[config.mk]
export PLATFORM = sky130hd
export DESIGN_NAME = data_ram_io_flat
export DESIGN_NICKNAME = d
export VERILOG_FILES = /design/src/rtl/data_ram_io_pkg.sv /design/src/rtl/data_ram_io_if.sv /design/src/rtl/data_ram_io_btn_debounce.sv /design/src/rtl/data_ram_io.sv /design/src/flat_wrapper.sv
export SDC_FILE = /design/constraint.sdc
export NUM_CORES = 2
export LEC_CHECK = 0
export ABC_CLOCK_PERIOD_IN_PS = 3700
export BUFFER_PORTS_ARGS = -buffer_cell sky130_fd_sc_hd__buf_2
export CORE_MARGIN = 10
export CORE_UTILIZATION = 55
export CTS_CLUSTER_SIZE = 28
export DETAILED_ROUTE_END_ITERATION = 10
export PLACE_DENSITY = 0.71
export SLEW_MARGIN = 10
export SYNTH_ARGS = -nofsm -noshare
export SYNTH_HDL_FRONTEND = slang
export SYNTH_SLANG_ARGS = --single-unit
[constraint.sdc]
create_clock -name clk -period 3.7 [get_ports clk]
set_input_delay 0.185 -clock clk [delete_from_list [all_inputs] [get_ports clk]]
set_output_delay 0.185 -clock clk [all_outputs]
set_load 0.005 [all_outputs]
[src/rtl/data_ram_io_pkg.sv]
// data_ram_io shared definitions.
// IO register offsets and the 7-segment hex decoder.
package data_ram_io_pkg;

  localparam logic [7:0] IO_BTN_LVL = 8'h20;
  localparam logic [7:0] IO_BTN_EVT = 8'h24;
  localparam logic [7:0] IO_SW      = 8'h28;
  localparam logic [7:0] IO_DISP    = 8'h30;
  localparam logic [7:0] IO_BLANK   = 8'h34;

  // Active-low segments, bit 7 = dp (kept off).
  function automatic logic [7:0] seg_lut(
    input logic [3:0] h
  );
    seg_lut = 8'hFF;
    case (h)
      4'h0: seg_lut = 8'hC0;
      4'h1: seg_lut = 8'hF9;
      4'h2: seg_lut = 8'hA4;
      4'h3: seg_lut = 8'hB0;
      4'h4: seg_lut = 8'h99;
      4'h5: seg_lut = 8'h92;
      4'h6: seg_lut = 8'h82;
      4'h7: seg_lut = 8'hF8;
      4'h8: seg_lut = 8'h80;
      4'h9: seg_lut = 8'h90;
      4'hA: seg_lut = 8'h88;
      4'hB: seg_lut = 8'h83;
      4'hC: seg_lut = 8'hC6;
      4'hD: seg_lut = 8'hA1;
      4'hE: seg_lut = 8'h86;
      4'hF: seg_lut = 8'h8E;
      default: seg_lut = 8'hFF;
    endcase
  endfunction

endpackage

[src/rtl/data_ram_io_if.sv]
// MEM-stage bus into the data RAM / IO block.
// master = MEM stage, slave = data_ram_io.
interface data_ram_io_if;

  logic        ce;
  logic        we;
  logic [31:0] addr;
  logic [3:0]  sel;
  logic [31:0] data_i;
  logic [31:0] data_o;

  modport master (
    output ce, we, addr, sel, data_i,
    input  data_o
  );

  modport slave (
    input  ce, we, addr, sel, data_i,
    output data_o
  );

endinterface

[src/rtl/data_ram_io_btn_debounce.sv]
// One push-button: 2-flop synchroniser plus a
// stability counter that toggles the accepted level.
module btn_debounce #(
  parameter int DB_CYCLES = 1000
) (
  input  logic clk,
  input  logic rst,
  input  logic i_btn,
  output logic o_lvl,
  output logic o_rise
);

  localparam int CW = $clog2(DB_CYCLES);

  logic          r_s1;
  logic          r_s2;
  logic          r_lvl;
  logic [CW-1:0] r_cnt;
  logic          w_hit;

  assign w_hit = (r_s2 != r_lvl) &&
                 (r_cnt == CW'(DB_CYCLES - 1));

  always_ff @(posedge clk or posedge rst) begin
    if (rst) begin
      r_s1  <= 1'b0;
      r_s2  <= 1'b0;
      r_lvl <= 1'b0;
      r_cnt <= '0;
    end else begin
      r_s1 <= i_btn;
      r_s2 <= r_s1;
      if (r_s2 == r_lvl) begin
        r_cnt <= '0;
      end else if (w_hit) begin
        r_cnt <= '0;
        r_lvl <= ~r_lvl;
      end else begin
        r_cnt <= r_cnt + CW'(1);
      end
    end
  end

  assign o_lvl  = r_lvl;
  assign o_rise = w_hit & ~r_lvl;

endmodule

[src/rtl/data_ram_io.sv]
// Data RAM with an IO window at word indices 8..15:
// buttons, switches and a scanned 7-segment display.
module data_ram_io
  import data_ram_io_pkg::*;
#(
  parameter int MEM_AW    = 6,
  parameter int NUM_BTN   = 3,
  parameter int SW_W      = 16,
  parameter int DIGITS    = 4,
  parameter int SCAN_DIV  = 2000,
  parameter int DB_CYCLES = 1000
) (
  input  logic               clk,
  input  logic               rst,
  data_ram_io_if.slave       bus,
  input  logic [NUM_BTN-1:0] btn_i,
  input  logic [SW_W-1:0]    sw_i,
  output logic [DIGITS-1:0]  an,
  output logic [7:0]         seg
);

  localparam int DW  = 4 * DIGITS;
  localparam int DVW = $clog2(SCAN_DIV);
  localparam int IW  = (DIGITS > 1) ? $clog2(DIGITS) : 1;

  logic [MEM_AW-1:0]  w_idx;
  logic [2:0]         w_reg;
  logic               w_io;
  logic               w_wr;
  logic               w_rd;
  logic [31:0]        w_mask;
  logic               w_wr_ram;
  logic               w_wr_evt;
  logic               w_wr_disp;
  logic               w_wr_blank;
  logic [31:0]        w_io_rd;
  logic [NUM_BTN-1:0] w_lvl;
  logic [NUM_BTN-1:0] w_rise;
  logic [NUM_BTN-1:0] w_clr;
  logic               w_tc;
  logic [3:0]         w_nib;
  logic [DIGITS-1:0]  w_an_nx;
  logic               w_unused;

  logic [31:0]        r_mem [2**MEM_AW];
  logic [NUM_BTN-1:0] r_evt;
  logic [SW_W-1:0]    r_sw1;
  logic [SW_W-1:0]    r_sw2;
  logic [DW-1:0]      r_disp;
  logic [DIGITS-1:0]  r_blank;
  logic [DVW-1:0]     r_div;
  logic [IW-1:0]      r_dig;
  logic [DIGITS-1:0]  r_an;
  logic [7:0]         r_seg;

  assign w_idx    = bus.addr[MEM_AW+1:2];
  assign w_reg    = w_idx[2:0];
  assign w_io     = (w_idx[MEM_AW-1:3] == (MEM_AW-3)'(1));
  assign w_wr     = bus.ce & bus.we;
  assign w_rd     = bus.ce & ~bus.we;
  assign w_unused = ^{bus.addr[31:MEM_AW+2], bus.addr[1:0]};

  assign w_mask = {{8{bus.sel[3]}}, {8{bus.sel[2]}},
                   {8{bus.sel[1]}}, {8{bus.sel[0]}}};

  assign w_wr_ram   = w_wr & ~w_io;
  assign w_wr_evt   = w_wr & w_io &
                      (w_reg == IO_BTN_EVT[4:2]);
  assign w_wr_disp  = w_wr & w_io &
                      (w_reg == IO_DISP[4:2]);
  assign w_wr_blank = w_wr & w_io &
                      (w_reg == IO_BLANK[4:2]);

  always_ff @(posedge clk) begin
    if (w_wr_ram) begin
      for (int k = 0; k < 4; k++) begin
        if (bus.sel[k])
          r_mem[w_idx][8*k +: 8] <= bus.data_i[8*k +: 8];
      end
    end
  end

  for (genvar g = 0; g < NUM_BTN; g++) begin : g_btn
    btn_debounce #(
      .DB_CYCLES (DB_CYCLES)
    ) u_db (
      .clk    (clk),
      .rst    (rst),
      .i_btn  (btn_i[g]),
      .o_lvl  (w_lvl[g]),
      .o_rise (w_rise[g])
    );
  end

  assign w_clr = w_wr_evt ?
    (bus.data_i[NUM_BTN-1:0] & w_mask[NUM_BTN-1:0]) : '0;

  // A rise in the same cycle as a clear wins.
  always_ff @(posedge clk or posedge rst) begin
    if (rst) begin
      r_evt   <= '0;
      r_sw1   <= '0;
      r_sw2   <= '0;
      r_disp  <= '0;
      r_blank <= '0;
    end else begin
      r_evt <= (r_evt & ~w_clr) | w_rise;
      r_sw1 <= sw_i;
      r_sw2 <= r_sw1;
      if (w_wr_disp)
        r_disp <= (r_disp & ~w_mask[DW-1:0]) |
                  (bus.data_i[DW-1:0] & w_mask[DW-1:0]);
      if (w_wr_blank)
        r_blank <= (r_blank & ~w_mask[DIGITS-1:0]) |
                   (bus.data_i[DIGITS-1:0] &
                    w_mask[DIGITS-1:0]);
    end
  end

  assign w_tc    = (r_div == DVW'(SCAN_DIV - 1));
  assign w_nib   = r_disp[4*r_dig +: 4];
  assign w_an_nx = r_blank[r_dig] ? '1 :
                   ~(DIGITS'(1) << r_dig);

  always_ff @(posedge clk or posedge rst) begin
    if (rst) begin
      r_div <= '0;
      r_dig <= '0;
      r_an  <= '1;
      r_seg <= 8'hFF;
    end else if (w_tc) begin
      r_div <= '0;
      r_dig <= (r_dig == IW'(DIGITS - 1)) ?
               '0 : r_dig + IW'(1);
      r_an  <= w_an_nx;
      r_seg <= seg_lut(w_nib);
    end else begin
      r_div <= r_div + DVW'(1);
    end
  end

  assign an  = r_an;
  assign seg = r_seg;

  always_comb begin
    w_io_rd = '0;
    case (w_reg)
      IO_BTN_LVL[4:2]: w_io_rd[NUM_BTN-1:0] = w_lvl;
      IO_BTN_EVT[4:2]: w_io_rd[NUM_BTN-1:0] = r_evt;
      IO_SW[4:2]:      w_io_rd[SW_W-1:0]    = r_sw2;
      IO_DISP[4:2]:    w_io_rd[DW-1:0]      = r_disp;
      IO_BLANK[4:2]:   w_io_rd[DIGITS-1:0]  = r_blank;
      default:         w_io_rd = '0;
    endcase
  end

  assign bus.data_o = !w_rd ? '0 :
                      w_io  ? w_io_rd : r_mem[w_idx];

endmodule
[src/flat_wrapper.sv]
// flat-port wrapper written by rule: the top's interface ports become plain ports
module data_ram_io_flat import data_ram_io_pkg::*;
#(
  parameter int MEM_AW    = 6,
  parameter int NUM_BTN   = 3,
  parameter int SW_W      = 16,
  parameter int DIGITS    = 4,
  parameter int SCAN_DIV  = 2000,
  parameter int DB_CYCLES = 1000
)
  (clk, rst, btn_i, sw_i, an, seg, bus_ce, bus_we, bus_addr, bus_sel, bus_data_i, bus_data_o);
  data_ram_io_if bus_i ();
  input  logic clk;
  input  logic rst;
  input  logic [NUM_BTN-1:0] btn_i;
  input  logic [SW_W-1:0] sw_i;
  output logic [DIGITS-1:0] an;
  output logic [7:0] seg;
  input wire logic [$bits(bus_i.ce)-1:0] bus_ce;
  input wire logic [$bits(bus_i.we)-1:0] bus_we;
  input wire logic [$bits(bus_i.addr)-1:0] bus_addr;
  input wire logic [$bits(bus_i.sel)-1:0] bus_sel;
  input wire logic [$bits(bus_i.data_i)-1:0] bus_data_i;
  output wire logic [$bits(bus_i.data_o)-1:0] bus_data_o;
  assign bus_i.ce = bus_ce;
  assign bus_i.we = bus_we;
  assign bus_i.addr = bus_addr;
  assign bus_i.sel = bus_sel;
  assign bus_i.data_i = bus_data_i;
  assign bus_data_o = bus_i.data_o;
  data_ram_io #(.MEM_AW(MEM_AW), .NUM_BTN(NUM_BTN), .SW_W(SW_W), .DIGITS(DIGITS), .SCAN_DIV(SCAN_DIV), .DB_CYCLES(DB_CYCLES)) u_core (.clk(clk), .rst(rst), .bus(bus_i), .btn_i(btn_i), .sw_i(sw_i), .an(an), .seg(seg));
endmodule
==> results.txt <==
----------------------------------------------------
[Clocking]
  Clk slew on worst S/H paths ... 60 ps
  Sinks on Clock Net ... 1910
  TritonCTS buffer count ... 184
  TritonCTS clock tree ... done
  # H-tree levels ... 4
  Clk Latency, worst-skew pair ... 830 ps
  Largest buffer count on any clock path ... 3
  Buffer cell driving the clock tree root ... clkbuf_16

[Setup path]
  Minimum setup slack among reg-to-reg paths ... around 1400 ps
  Reg-to-reg startpoint ... u_core.r_dig[0]
  Required time of the worst setup path ... 3510 ps
  Slowest Stage Delay on Critical Path ... 770 ps
  Element type at the critical path end ... output pin
  CP startpoint kind ... input port
  Max stage delay cell, worst path ... a2111oi_0
  Crit-path max FO ... 44
  Kind of critical path ... input port to output pin
  Worst Path Arrival ... 3280 ps
  Most repeated library cell on the critical path ... buf_4
  Worst r2r path cells ... 3
  Worst reg2reg endpoint ... u_core.an[0]
  Crit-path cells ... buf_8 > buf_12 > buf_4 > mux4_2 > and3_1 > a2111oi_0 > buf_4 > nor3_1 > buf_2

[Min path]
  Worst hold stages ... 2
  Worst hold path endpoint ... u_core.r_sw1[12]
  Type of the tightest min-delay check ... input port to flop
  Worst hold start ... sw_i[12]

[Layout]
  Final layout net count ... 4412
  Final instance area ... approximately 86000 um2
  Number of fill cells in the layout ... 9128
  Most frequent standard cell in the layout excluding fill and tap cells ... edfxtp_1
  Area growth from synthesis to layout ... 13.9%
  Area of combinational cells with multiple inputs ... 17000 um2
  Ratio of cells with drive above 1 in the final layout ... 0.251
  Combined flip-flop and latch cell area ... 56800 um2
  Commonest non-fill, non-tap cells in the layout ... edfxtp_1 (1792), mux4_2 (344), buf_4 (312)
  Final cell count without fillers ... between 6000 and 7000

[Placement]
  Placed standard-cell area ... around 80000 um2
  Final Wtd Congestion ... between 0.9 and 1
  Worst slack at placement ... 262 ps
  Placed insts ... 5863
  DPL Wire Length ... 124000 um
  IO Port Bufs ... ~110

[Logic synthesis]
  Async set-or-reset flop fraction in the synthesized netlist ... 0.0618
  Cell area after technology mapping ... 75200 um2
  Synthesized area per cell ... 19.5 um2
  Most used DFF post-synth ... edfxtp_1
  Number of distinct standard cells referenced by the synthesized netlist ... approximately 70
  Synthesized instance count ... 3861
  Flops & latches, synth ... 1910
  Count of warnings emitted by yosys ... 0
  Share of synthesized area occupied by flip-flops and latches ... 0.755
  Number of nets in the synthesized netlist ... 3966
  Post-synth EDFFs ... about 1800

[Timing]
  Slew margin rel. ... 0.213
  RSZ-0062 raised after global routing ... no
  Final sum of negative setup slack ... 0 ps
  Final setup violating endpoints ... 0
  Post-layout min period ... 3470 ps
  PnR worst setup slack ... 231 ps
  Actual slew at the worst max-slew pin ... 1180 ps
  Worst Hold Margin ... 40.4 ps
  Fraction of the cycle the final worst path needs ... 0.938
  FMAX ... 0.288 GHz
  Worst-case clock skew ... 13.0 ps
  Number of max-slew violations in the final report ... 0
  Fin. Hold Viols ... 0

[Drt]
  DR WL/cell ... 31.4 um
  Iter 0 DRT Violations ... between 5000 and 6000
  Count of antenna-violating nets left after detailed routing ... 0
  Routed WL ... 196000 um
  Total via count in the routed design ... 40300
  Routed via count divided by cell count ... ~6.4
  DRC violations left ... 0
  Number of iterations in the first detailed-routing pass ... 6

[Global route]
  Number of global-route vias before repair ... 39800
  Total routing usage reported by global routing ... 0.258
  Antenna violations before repair ... 10
  Global-route wire length before repair ... 283000 um
  Global route total overflow ... 0
  Maximum number of pins on one net before global-route repair ... 72

[Power and ir drop]
  Lkg Pwr ... 28.6 nW
  Power density of the placed cells ... 514 nW/um2
  Worst supply voltage drop on vdd ... about 0.00035 V

[Floorplan]
  Count of pins on the block boundary ... 135
  Total number of placement rows ... 135
  Initial Util ... 0.555
  DIE HEIGHT ... 390 um
  Area of the core region ... 136000 um2
  Die area ... 152000 um2
  Chip width ... 390 um

[Flow run]
  Number of maximum-capacitance constraint violations ... 0

[Outcome]
  Result of the run ... finished, final reports clean

----------------------------------------------------
==> synthesized netlist by cell type, drive strengths merged (4+ instances only) <==
cell / count / area, um2
a22o: 16 / 140
o21ai: 27 / 139
a31oi: 20 / 125
a32oi: 7 / 61.3
inv: 13 / 48.8
ha: 14 / 175
or2: 7 / 43.8
and3: 32 / 200
nand4: 30 / 188
buf: 166 / 1270
o221ai: 4 / 35.0
and2: 11 / 68.8
a211oi: 5 / 37.5
nand3: 59 / 295
nor2: 314 / 1190
clkbuf: 58 / 218
a221oi: 16 / 146
xor2: 17 / 149
a2111oi: 6 / 71.3
o22ai: 20 / 125
a22oi: 135 / 1010
nor4: 4 / 25.0
mux4: 367 / 8350
a21oi: 59 / 295
xnor2: 19 / 166
dfstp: 11 / 289
mux2: 27 / 304
o211ai: 5 / 37.5
nand2: 185 / 697
nor3: 29 / 176
mux2i: 225 / 2250
dfrtp: 107 / 2680
edfxtp: 1792 / 53800
nand2b: 8 / 50.1
nor2b: 12 / 75.1
nor3b: 5 / 37.5
==> cells by family (layout without fill, tap and decap cells) <==
family                   count (synthesis)  count (layout)  synth area share
AO/OA/AOI/OAI                          340             340            0.0319
XOR/XNOR                                36              36           0.00419
adder cells (fa/ha/maj)                 14              14           0.00233
buffers and inverters                  237             839            0.0204
flip-flops                            1910            1910             0.755
multiplexers                           619             619             0.145
other                                    1               8         0.0000499
AND/OR/NAND/NOR                        704             704            0.0413
==> registers in the layout (all words and copies together), names as in the netlist, named ones only <==
| register | flops |
|---|---|
| u_core.an | 4 |
| u_core.g_btn.u_db.r_s1 | 3 |
| u_core.r_sw1 | 16 |
| u_core.r_mem | 1792 |
| u_core.g_btn.u_db.r_s2 | 3 |
| u_core.r_evt | 3 |
| u_core.seg | 7 |
| u_core.r_div | 11 |
| u_core.g_btn.u_db.r_cnt | 30 |
| u_core.r_sw2 | 16 |
| u_core.g_btn.u_db.o_lvl | 3 |
| u_core.r_dig | 2 |
==> routing by layer <==
layer,vias to the layer above,track usage,share of wire
met2,2347,0.387,0.46
met1,21000,0.360,0.39
met4,16,0.0945,0.039
met3,401,0.0751,0.12
met5,-,0,0.00071
li1,16500,-,-
==> power by group <==
group	total [mW]	internal, mW	switching [mW]
combinational	2.20	0.778	1.42
sequential	23.7	23.7	0.0372
clock	18.1	10.1	7.97
total	44.0	34.6	9.43
==> stage by stage <==
step | total power, mW | utilization
after global placement | 26.3 | 0.586
final | 44.0 | 0.632
after detailed placement | 26.3 | 0.586
after global routing | 45.2 | 0.631
after floorplan | 25.4 | -
after CTS | 44.2 | 0.631
==> worst max path at each step <==
stage / start / end / cells after the start
global placement: bus_addr[2] / bus_data_o[27] / 9
global route: u_core.g_btn[0].u_db.o_lvl / bus_data_o[0] / 6
CTS: u_core.g_btn[0].u_db.o_lvl / bus_data_o[0] / 6
finish: bus_addr[2] / bus_data_o[27] / 9
detailed placement: bus_addr[2] / bus_data_o[27] / 9
floorplan: rst / async pin / 1
==> layout make-up <==
| cell class | count | share of cell area |
|---|---|---|
| clock buffers | 235 | 0.0574 |
| diodes | 7 | 0.000204 |
| inverters | 13 | 0.000599 |
| repair buffers | 484 | 0.0447 |
| multi-input cells | 1714 | 0.198 |
| flip-flops and latches | 1910 | 0.663 |
| clock inverters | 107 | 0.0101 |
| well taps | 1781 | 0.0260 |
==> repair_timing <==
| action | 4_1_cts | 5_1_grt |
|---|---|---|
| setup buffers | 0 | 0 |
| hold endpoints to repair | 88 | 0 |
| setup endpoints to repair | 0 | 1 |
| gates resized for setup | 0 | 1 |
| hold buffers | 39 | 0 |
==> worst max-delay path: cells and delay by family <==
family / cells / cell delay, ps
AND/OR/NAND/NOR: 2 / 290
multiplexers: 1 / 580
AO/OA/AOI/OAI: 1 / 770
buffers and inverters: 5 / 1360
Note: power is estimated with default switching activity, not from simulation.
